$ cat src/rtl/tx_rate_pkg.sv
// Shared types and rate codes for the TX clock-select sequencer.
package tx_rate_pkg;

  typedef enum logic [2:0] {
    StIdle,
    StRun,
    StHold,
    StGap,
    StApply,
    StSettle
  } state_e;

  localparam logic [1:0] RATE_OFF  = 2'b00;
  localparam logic [1:0] RATE_LOW  = 2'b01;
  localparam logic [1:0] RATE_MID  = 2'b10;
  localparam logic [1:0] RATE_HIGH = 2'b11;

  // Any code other than RATE_OFF selects a real clock.
  function automatic logic rate_valid(input logic [1:0] rate);
    return rate != RATE_OFF;
  endfunction

endpackage

$ cat src/rtl/tx_rate_ctrl_sync.sv
// Multi-bit N-flop synchroniser with asynchronous active-low clear.
// Bits are synchronised independently; consumers must tolerate skew between bits.
module sync_bits #(
  parameter int unsigned Width  = 1,
  parameter int unsigned Stages = 2
) (
  input  logic             clk_i,
  input  logic             rst_ni,
  input  logic [Width-1:0] d_i,
  output logic [Width-1:0] q_o
);

  logic [Width-1:0] stage_q [Stages];

  // Shift chain; stage 0 captures the asynchronous input.
  always_ff @(posedge clk_i or negedge rst_ni) begin
    if (!rst_ni) begin
      for (int i = 0; i < int'(Stages); i++) begin
        stage_q[i] <= '0;
      end
    end else begin
      stage_q[0] <= d_i;
      for (int i = 1; i < int'(Stages); i++) begin
        stage_q[i] <= stage_q[i-1];
      end
    end
  end

  assign q_o = stage_q[Stages-1];

endmodule

$ cat src/rtl/tx_rate_ctrl.sv
// Sequencer for the TX clock-select mux: hold serializer, gate clock, switch select,
// let the clock settle, then release the serializer.
module tx_rate_ctrl
  import tx_rate_pkg::*;
#(
  parameter int unsigned SYNC_STAGES = 2,
  parameter int unsigned HOLD_CYC    = 16,
  parameter int unsigned GAP_CYC     = 8,
  parameter int unsigned SETTLE_CYC  = 32
) (
  input  logic       clk,
  input  logic       rst_n,
  input  logic       cfg_en,
  input  logic [1:0] cfg_rate,
  output logic       en_TDPU,
  output logic [1:0] txRate,
  output logic       tx_hold,
  output logic       busy,
  output logic       switch_done,
  output logic       rate_err
);

  localparam int unsigned MaxHg  = (HOLD_CYC > GAP_CYC) ? HOLD_CYC : GAP_CYC;
  localparam int unsigned MaxCyc = (MaxHg > SETTLE_CYC) ? MaxHg : SETTLE_CYC;
  localparam int unsigned CntW   = ($clog2(MaxCyc) < 1) ? 1 : $clog2(MaxCyc);

  localparam logic [CntW-1:0] HoldLoad   = CntW'(HOLD_CYC - 1);
  localparam logic [CntW-1:0] GapLoad    = CntW'(GAP_CYC - 1);
  localparam logic [CntW-1:0] SettleLoad = CntW'(SETTLE_CYC - 1);

  logic [2:0] sync_q;
  logic       req_en;
  logic [1:0] req_rate;
  logic       tgt_en;
  logic       tgt_differs;

  state_e          state_q, state_d;
  logic [CntW-1:0] cnt_q, cnt_d;
  logic            act_en_q, act_en_d;
  logic [1:0]      act_rate_q, act_rate_d;
  logic            done_q, done_d;
  logic            rate_err_q;

  sync_bits #(
    .Width  (3),
    .Stages (SYNC_STAGES)
  ) u_sync (
    .clk_i  (clk),
    .rst_ni (rst_n),
    .d_i    ({cfg_en, cfg_rate}),
    .q_o    (sync_q)
  );

  assign req_en   = sync_q[2];
  assign req_rate = sync_q[1:0];
  assign tgt_en   = req_en & rate_valid(req_rate);

  // A disabled target matches any disabled active setting regardless of the rate bits.
  assign tgt_differs = (tgt_en != act_en_q) || (tgt_en && (req_rate != act_rate_q));

  // State, counter, active setting and registered flags.
  always_ff @(posedge clk or negedge rst_n) begin
    if (!rst_n) begin
      state_q    <= StIdle;
      cnt_q      <= '0;
      act_en_q   <= 1'b0;
      act_rate_q <= RATE_OFF;
      done_q     <= 1'b0;
      rate_err_q <= 1'b0;
    end else begin
      state_q    <= state_d;
      cnt_q      <= cnt_d;
      act_en_q   <= act_en_d;
      act_rate_q <= act_rate_d;
      done_q     <= done_d;
      rate_err_q <= req_en & (req_rate == RATE_OFF);
    end
  end

  // Next-state logic. The active setting is latched on the edge entering APPLY, so
  // txRate only moves while the clock is gated on both sides of that edge.
  always_comb begin
    state_d    = state_q;
    cnt_d      = cnt_q;
    act_en_d   = act_en_q;
    act_rate_d = act_rate_q;
    done_d     = 1'b0;
    unique case (state_q)
      StIdle: begin
        if (tgt_en) begin
          state_d    = StApply;
          act_en_d   = 1'b1;
          act_rate_d = req_rate;
        end
      end
      StRun: begin
        if (tgt_differs) begin
          state_d = StHold;
          cnt_d   = HoldLoad;
        end
      end
      StHold: begin
        if (cnt_q == '0) begin
          state_d = StGap;
          cnt_d   = GapLoad;
        end else begin
          cnt_d = cnt_q - 1'b1;
        end
      end
      StGap: begin
        if (cnt_q == '0) begin
          // Last request seen before the switch wins; a disable keeps the old rate.
          state_d  = StApply;
          act_en_d = tgt_en;
          if (tgt_en) begin
            act_rate_d = req_rate;
          end
        end else begin
          cnt_d = cnt_q - 1'b1;
        end
      end
      StApply: begin
        if (act_en_q) begin
          state_d = StSettle;
          cnt_d   = SettleLoad;
        end else begin
          state_d = StIdle;
        end
      end
      StSettle: begin
        if (cnt_q == '0) begin
          if (tgt_differs) begin
            state_d = StHold;
            cnt_d   = HoldLoad;
          end else begin
            state_d = StRun;
            done_d  = 1'b1;
          end
        end else begin
          cnt_d = cnt_q - 1'b1;
        end
      end
      default: begin
        state_d = StIdle;
      end
    endcase
  end

  // Output decode from the registered state.
  always_comb begin
    en_TDPU = 1'b0;
    busy    = 1'b0;
    unique case (state_q)
      StIdle:   begin en_TDPU = 1'b0; busy = 1'b0; end
      StRun:    begin en_TDPU = 1'b1; busy = 1'b0; end
      StHold:   begin en_TDPU = 1'b1; busy = 1'b1; end
      StGap:    begin en_TDPU = 1'b0; busy = 1'b1; end
      StApply:  begin en_TDPU = 1'b0; busy = 1'b1; end
      StSettle: begin en_TDPU = 1'b1; busy = 1'b1; end
      default:  begin en_TDPU = 1'b0; busy = 1'b0; end
    endcase
  end

  assign tx_hold     = (state_q != StRun);
  assign txRate      = act_rate_q;
  assign switch_done = done_q;
  assign rate_err    = rate_err_q;

endmodule

$ cat config.mk
export PLATFORM = sky130hd
export DESIGN_NAME = tx_rate_ctrl
export DESIGN_NICKNAME = d
export VERILOG_FILES = /design/src/rtl/tx_rate_pkg.sv /design/src/rtl/tx_rate_ctrl_sync.sv /design/src/rtl/tx_rate_ctrl.sv
export SDC_FILE = /design/constraint.sdc
export NUM_CORES = 1
export LEC_CHECK = 0
export CORE_MARGIN = 5
export CORE_UTILIZATION = 55
export DETAILED_ROUTE_END_ITERATION = 12
export PLACE_DENSITY = 0.81
export SLEW_MARGIN = 15
export SYNTH_ARGS = -nofsm -noshare
export SYNTH_HDL_FRONTEND = slang
export SYNTH_SLANG_ARGS = --single-unit
$ cat constraint.sdc
create_clock -name clk -period 3.6 [get_ports clk]
set_input_delay 0.72 -clock clk [delete_from_list [all_inputs] [get_ports clk]]
set_output_delay 0.72 -clock clk [all_outputs]
set_load 0.1 [all_outputs]
==> results of run 1 <==
## kinds of logic (layout without fill, tap and decap cells)
group                      Yosys count  after routing
adders and majority gates            2              2
buffers and inverters               13             20
AOI/OAI and AO/OA                   41             41
muxes                                2              2
and+or+nand+nor                     37             37
DFF                                 19             19
xor gates and xnor gates             4              4
## sequential cells by signal, indices dropped and copies added, names as in the netlist
name and cells:
u_sync.stage_q 3, rate_err 1, u_sync.q_o 3, state_q 3, txRate 2, cnt_q 5
switch_done 1, act_en_q 1
## area by class of cell
class	count	area [µm²]	share of cell area [%]
timing repair buffer	11	103	7.99
tap	27	33.8	2.63
clock buffer	3	22.5	1.75
inverter	5	18.8	1.46
sequential	19	475	37.0
multi-input combinational	86	623	48.5
clock inverter	1	7.51	0.585
## synthesized netlist by cell type, drive strengths merged (2+ instances only)
master   count
nor3b        2
nor2b        2
a22o         2
o31ai        4
nor3         6
nand2        6
buf          8
a2bb2oi      4
inv          5
a21oi        7
o22ai        4
a31oi        2
ha           2
nor2         9
a21o         2
nand3        2
xnor2        2
o21a         2
xor2         2
o21ai        5
mux2         2
nand2b       3
and3         2
dfrtp       19
## metal layers
metal	vias to the layer above	wire length (µm)	share of wire (%)
li1	453	-	-
met4	0	42	1.9
met5	-	0	0
met1	441	994	44
met2	44	1010	45
met3	7	183	8.2
## metrics by stage
step                      utilization [%]  hold WS [ns]  std cells  setup WS, ns
after floorplan                         -         0.331        118        0.0233
after detailed placement             62.6         0.335        148          1.35
after global routing                 64.1         0.375        152         0.942
after CTS                            64.1         0.362        152         0.988
after global placement               62.6         0.332        148          1.37
final                                64.1         0.359        152          1.01
## cells in the final DEF, fill, tap and decap left out, drive strengths merged, types with 3 or more instances in the layout
cell	Yosys	routed
a21oi	7	7
a2bb2oi	4	4
buf	8	3
clkbuf	0	3
clkdlybuf4s50	0	8
dfrtp	19	19
inv	5	5
nand2	6	6
nand2b	3	3
nor2	9	9
nor3	6	6
o21ai	5	5
o22ai	4	4
o31ai	4	4
## path summary, 6_finish.rpt
| kind | start | end | slack (ns) | cells past startpoint |
|---|---|---|---|---|
| max | txRate[1] | txRate[1] | 1.01 | 1 |
| min | u_sync.stage_q[3] | u_sync.q_o[0] | 0.36 | 0 |
| max reg2reg | cnt_q[0] | txRate[1] | 1.35 | 7 |
| min reg2reg | u_sync.stage_q[3] | u_sync.q_o[0] | 0.36 | 0 |
| max in group asynchronous | rst_n | cnt_q[2] | 2.20 | 1 |
| min in group asynchronous | rst_n | state_q[2] | 0.88 | 1 |
==> reports/results.txt, run 1 <==
Synth Area in Adders: 2.11%
largest family of logic cells by synthesized area: compound AO/OA/AOI/OAI gates
Longest Clk Path Bufs: 2
Cells after Synth: 118
Sink Count: 19
final worst path period need: 2.59 ns
clock root cell: clkbuf_4
hold buffers post-CTS: 0
crit path cell chain: clkdlybuf4s50_1
hold crit path type: reg2reg
RSZ-0062 raised after global routing: no
final hold vios: 0
DRC Markers: 0
Ant. Diodes: 0
met2 Usage GRT: 23.0%
PostCTS Resize Cnt: 0
ratio of cells with drive above 1 in the final layout: 15.2%
Synth Area in Simple Gates: 19.3%
Arrival @ worst endpoint: 1.87 ns
TNS Setup: 0 ns
post-synthesis net count: 125
CP startpoint kind: flip-flop
met1 Usage GRT: 22.2%
Syn-to-layout area delta: 8.46%
max incr delay on CP: 1.15 ns
Final Wtd Congestion: 0.849
Initial Util: 59.1%
synth top area cells: dfrtp_1, a21oi_1, a2bb2oi_1, nor2_1, buf_6
per-cell routed wire length: 14.7 µm
# Max-Cap Violations: 0
DR vias/cell: 6.22
complex-gate fraction of the synthesized area: 26.3%
grt total ovfl: 0
Cell variety after synth: 45
fillers: 166
CTS HTree Levels: 1
fin nets: 133
WL final: 2240 µm
WP data required: 2.88 ns
TritonCTS clock tree: yes
GR Util met3: 2.75%
Tcrit/Tclk final: 71.9%
Slew Viols, Final: 0
Port Buf Inserts: 11
Post-CTS Setup Bufs: 0
Max transition margin: 35.0%
EDFF count, synth: 0
Most used DFF post-synth: dfrtp_1
status: finished, final reports clean
pin count of the biggest net entering global routing: 23
asr flop ratio synth: 100%
initial antenna violation count: 0
Seq/Total Area, Yosys: 40.2%
CTS clock-pin slew for the worst setup and hold paths: 0.11 ns
final setup vio count: 0
drt first pass iters: 4
Achievable Freq: 387 MHz
die area: 0.00318 mm²
Core Region: 0.00200 mm²
Mapped Area: 0.00118 mm²
Tot GR Track Use: 15.8%
multiplexer area fraction after synthesis: 1.90%
later-pin clock latency in the skew report: 0.31 ns
global-route wire length before repair: 4010 µm
Yosys top cell by area: dfrtp_1
yosys warns: 0
placed inst area: 0.00125 mm²
FF+latch count, synth: 19
top-area cell type share of the netlist area: 40.2%
Syn Area/Cell: 10.0 µm²
post-synthesis xor/xnor area fraction: 2.96%
Layout Skew: 0.00502 ns
via count: 945
crit path kind: reg2out
Largest delay share family, worst path: buffers and inverters
Slew @ Worst Pin: 0.973 ns
Crit Path Max Fanout: 4
final instance area: 0.00128 mm²
drt initial violations: 30
die extent in x: 56.4 µm
I/O Pins: 12
busiest grt layer: met2
vias in the first global route: 873
DIE HEIGHT: 56.4 µm
Critical Path Sink Type: primary output
Placement Rows: 16
Buf/Inv on CP: 1
Worst path slowest cell: clkdlybuf4s50_1
Detailed Place HPWL: 1620 µm
TritonCTS Buffers: 3
Post-DRT Antenna Nets: 0
Power of run 1 is left out: the tool's default activity adds up to more than one toggle a clock period on the data nets, which glitch-free logic cannot reach.
==> run 2: changes to the inputs <==
clock period = 2.5 ns   (was 3.6 ns; I/O delays follow)
==> run 2 against run 1 <==
Clock-buffer cell count stayed put. Register-to-register slack worse by 1.0 ns. Critical path type is now reg2reg. Final area increased by 4.6%.
==> reports/results.txt, run 2 (synthesis results as in run 1) <==
WP data required: 2.73 ns
Layout Skew: 0.00551 ns
grt total ovfl: 0
Tot GR Track Use: 16.4%
Longest Clk Path Bufs: 2
RSZ-0062 raised after global routing: no
Syn-to-layout area delta: 13.4%
Final Wtd Congestion: 0.887
pin count of the biggest net entering global routing: 20
Arrival @ worst endpoint: 2.38 ns
die extent in x: 56.4 µm
TNS Setup: 0 ns
DIE HEIGHT: 56.4 µm
Sink Count: 19
final setup vio count: 0
# Max-Cap Violations: 0
Slew Viols, Final: 0
DRC Markers: 0
fin nets: 137
Port Buf Inserts: 11
CTS HTree Levels: 1
drt initial violations: 73
Ant. Diodes: 0
max reg flops: 5
final instance area: 0.00134 mm²
global-route wire length before repair: 4170 µm
DR vias/cell: 6.17
Max transition margin: 71.7%
final hold vios: 0
CP startpoint kind: flip-flop
Initial Util: 59.1%
final worst path period need: 2.15 ns
Slew @ Worst Pin: 0.425 ns
most frequent cells in the layout: dfrtp_1, nor2_1, buf_4
Post-DRT Antenna Nets: 0
Util after Layout: 67.1%
Detailed Place HPWL: 1800 µm
WL final: 2410 µm
final hold slack: 0.358 ns
crit path kind: reg2reg
hold buffers post-CTS: 0
die area: 0.00318 mm²
status: finished, final reports clean
CTS clock-pin slew for the worst setup and hold paths: 0.11 ns
Largest Register: cnt_q
ratio of cells with drive above 1 in the final layout: 21.7%
vias in the first global route: 898
TritonCTS Buffers: 3
initial antenna violation count: 0
Critical Path Sink Type: flip-flop
Post-CTS Setup Bufs: 0
PostCTS Resize Cnt: 0
later-pin clock latency in the skew report: 0.29 ns
via count: 963
Crit Path Max Fanout: 13
commonest non-fill, non-tap cell in the layout: dfrtp_1
clock root cell: clkbuf_4
placed inst area: 0.00132 mm²
Tcrit/Tclk final: 86.0%
drt first pass iters: 4
I/O Pins: 12
hold crit path type: reg2reg
Achievable Freq: 465 MHz
TritonCTS clock tree: yes
Placement Rows: 16
Core Region: 0.00200 mm²
per-cell routed wire length: 15.4 µm
-- run 2: routing by layer --
layer	vias to the layer above	routed length (µm)	global-route usage (%)
li1	463	-	-
met1	451	1110	22.7
met2	41	1090	24.5
met3	8	156	3.44
met4	0	59	6.78
met5	-	0	0
-- run 2: worst paths after layout --
path | endpoint | start | depth (start not counted) | slack, ns
worst max-delay path | cnt_q[2] | state_q[1] | 6 | 0.35
worst min-delay path | u_sync.q_o[0] | u_sync.stage_q[3] | 0 | 0.36
worst max register to register | cnt_q[2] | state_q[1] | 6 | 0.35
worst min register to register | u_sync.q_o[0] | u_sync.stage_q[3] | 0 | 0.36
max in group asynchronous | act_en_q | rst_n | 2 | 1.78
min in group asynchronous | cnt_q[0] | rst_n | 2 | 0.52
-- run 2: worst max-delay path, cell delays in order (launching register included) --
cell and delay [ns]:
dfrtp_1 0.52, ha_1 0.59, inv_1 0.12, a221oi_1 0.32
nand2_1 0.16, a21oi_1 0.20, a2bb2oi_1 0.17
-- run 2: final cells by class --
cell class | count | area [µm²]
fill | 152 | 659
clock inverter | 1 | 5.00
inverter | 5 | 18.8
sequential | 19 | 475
clock buffer | 3 | 22.5
multi-input combinational | 86 | 627
timing repair buffer | 15 | 160
tap | 27 | 33.8
-- run 2: through the flow --
| step | std cells | setup slack [ns] |
|---|---|---|
| final | 156 | 0.349 |
| after CTS | 156 | 0.370 |
| after detailed placement | 152 | 0.399 |
| after floorplan | 118 | 0.197 |
| after global routing | 156 | 0.188 |
| after global placement | 152 | 0.526 |
Power of run 2 is left out for the same reason.
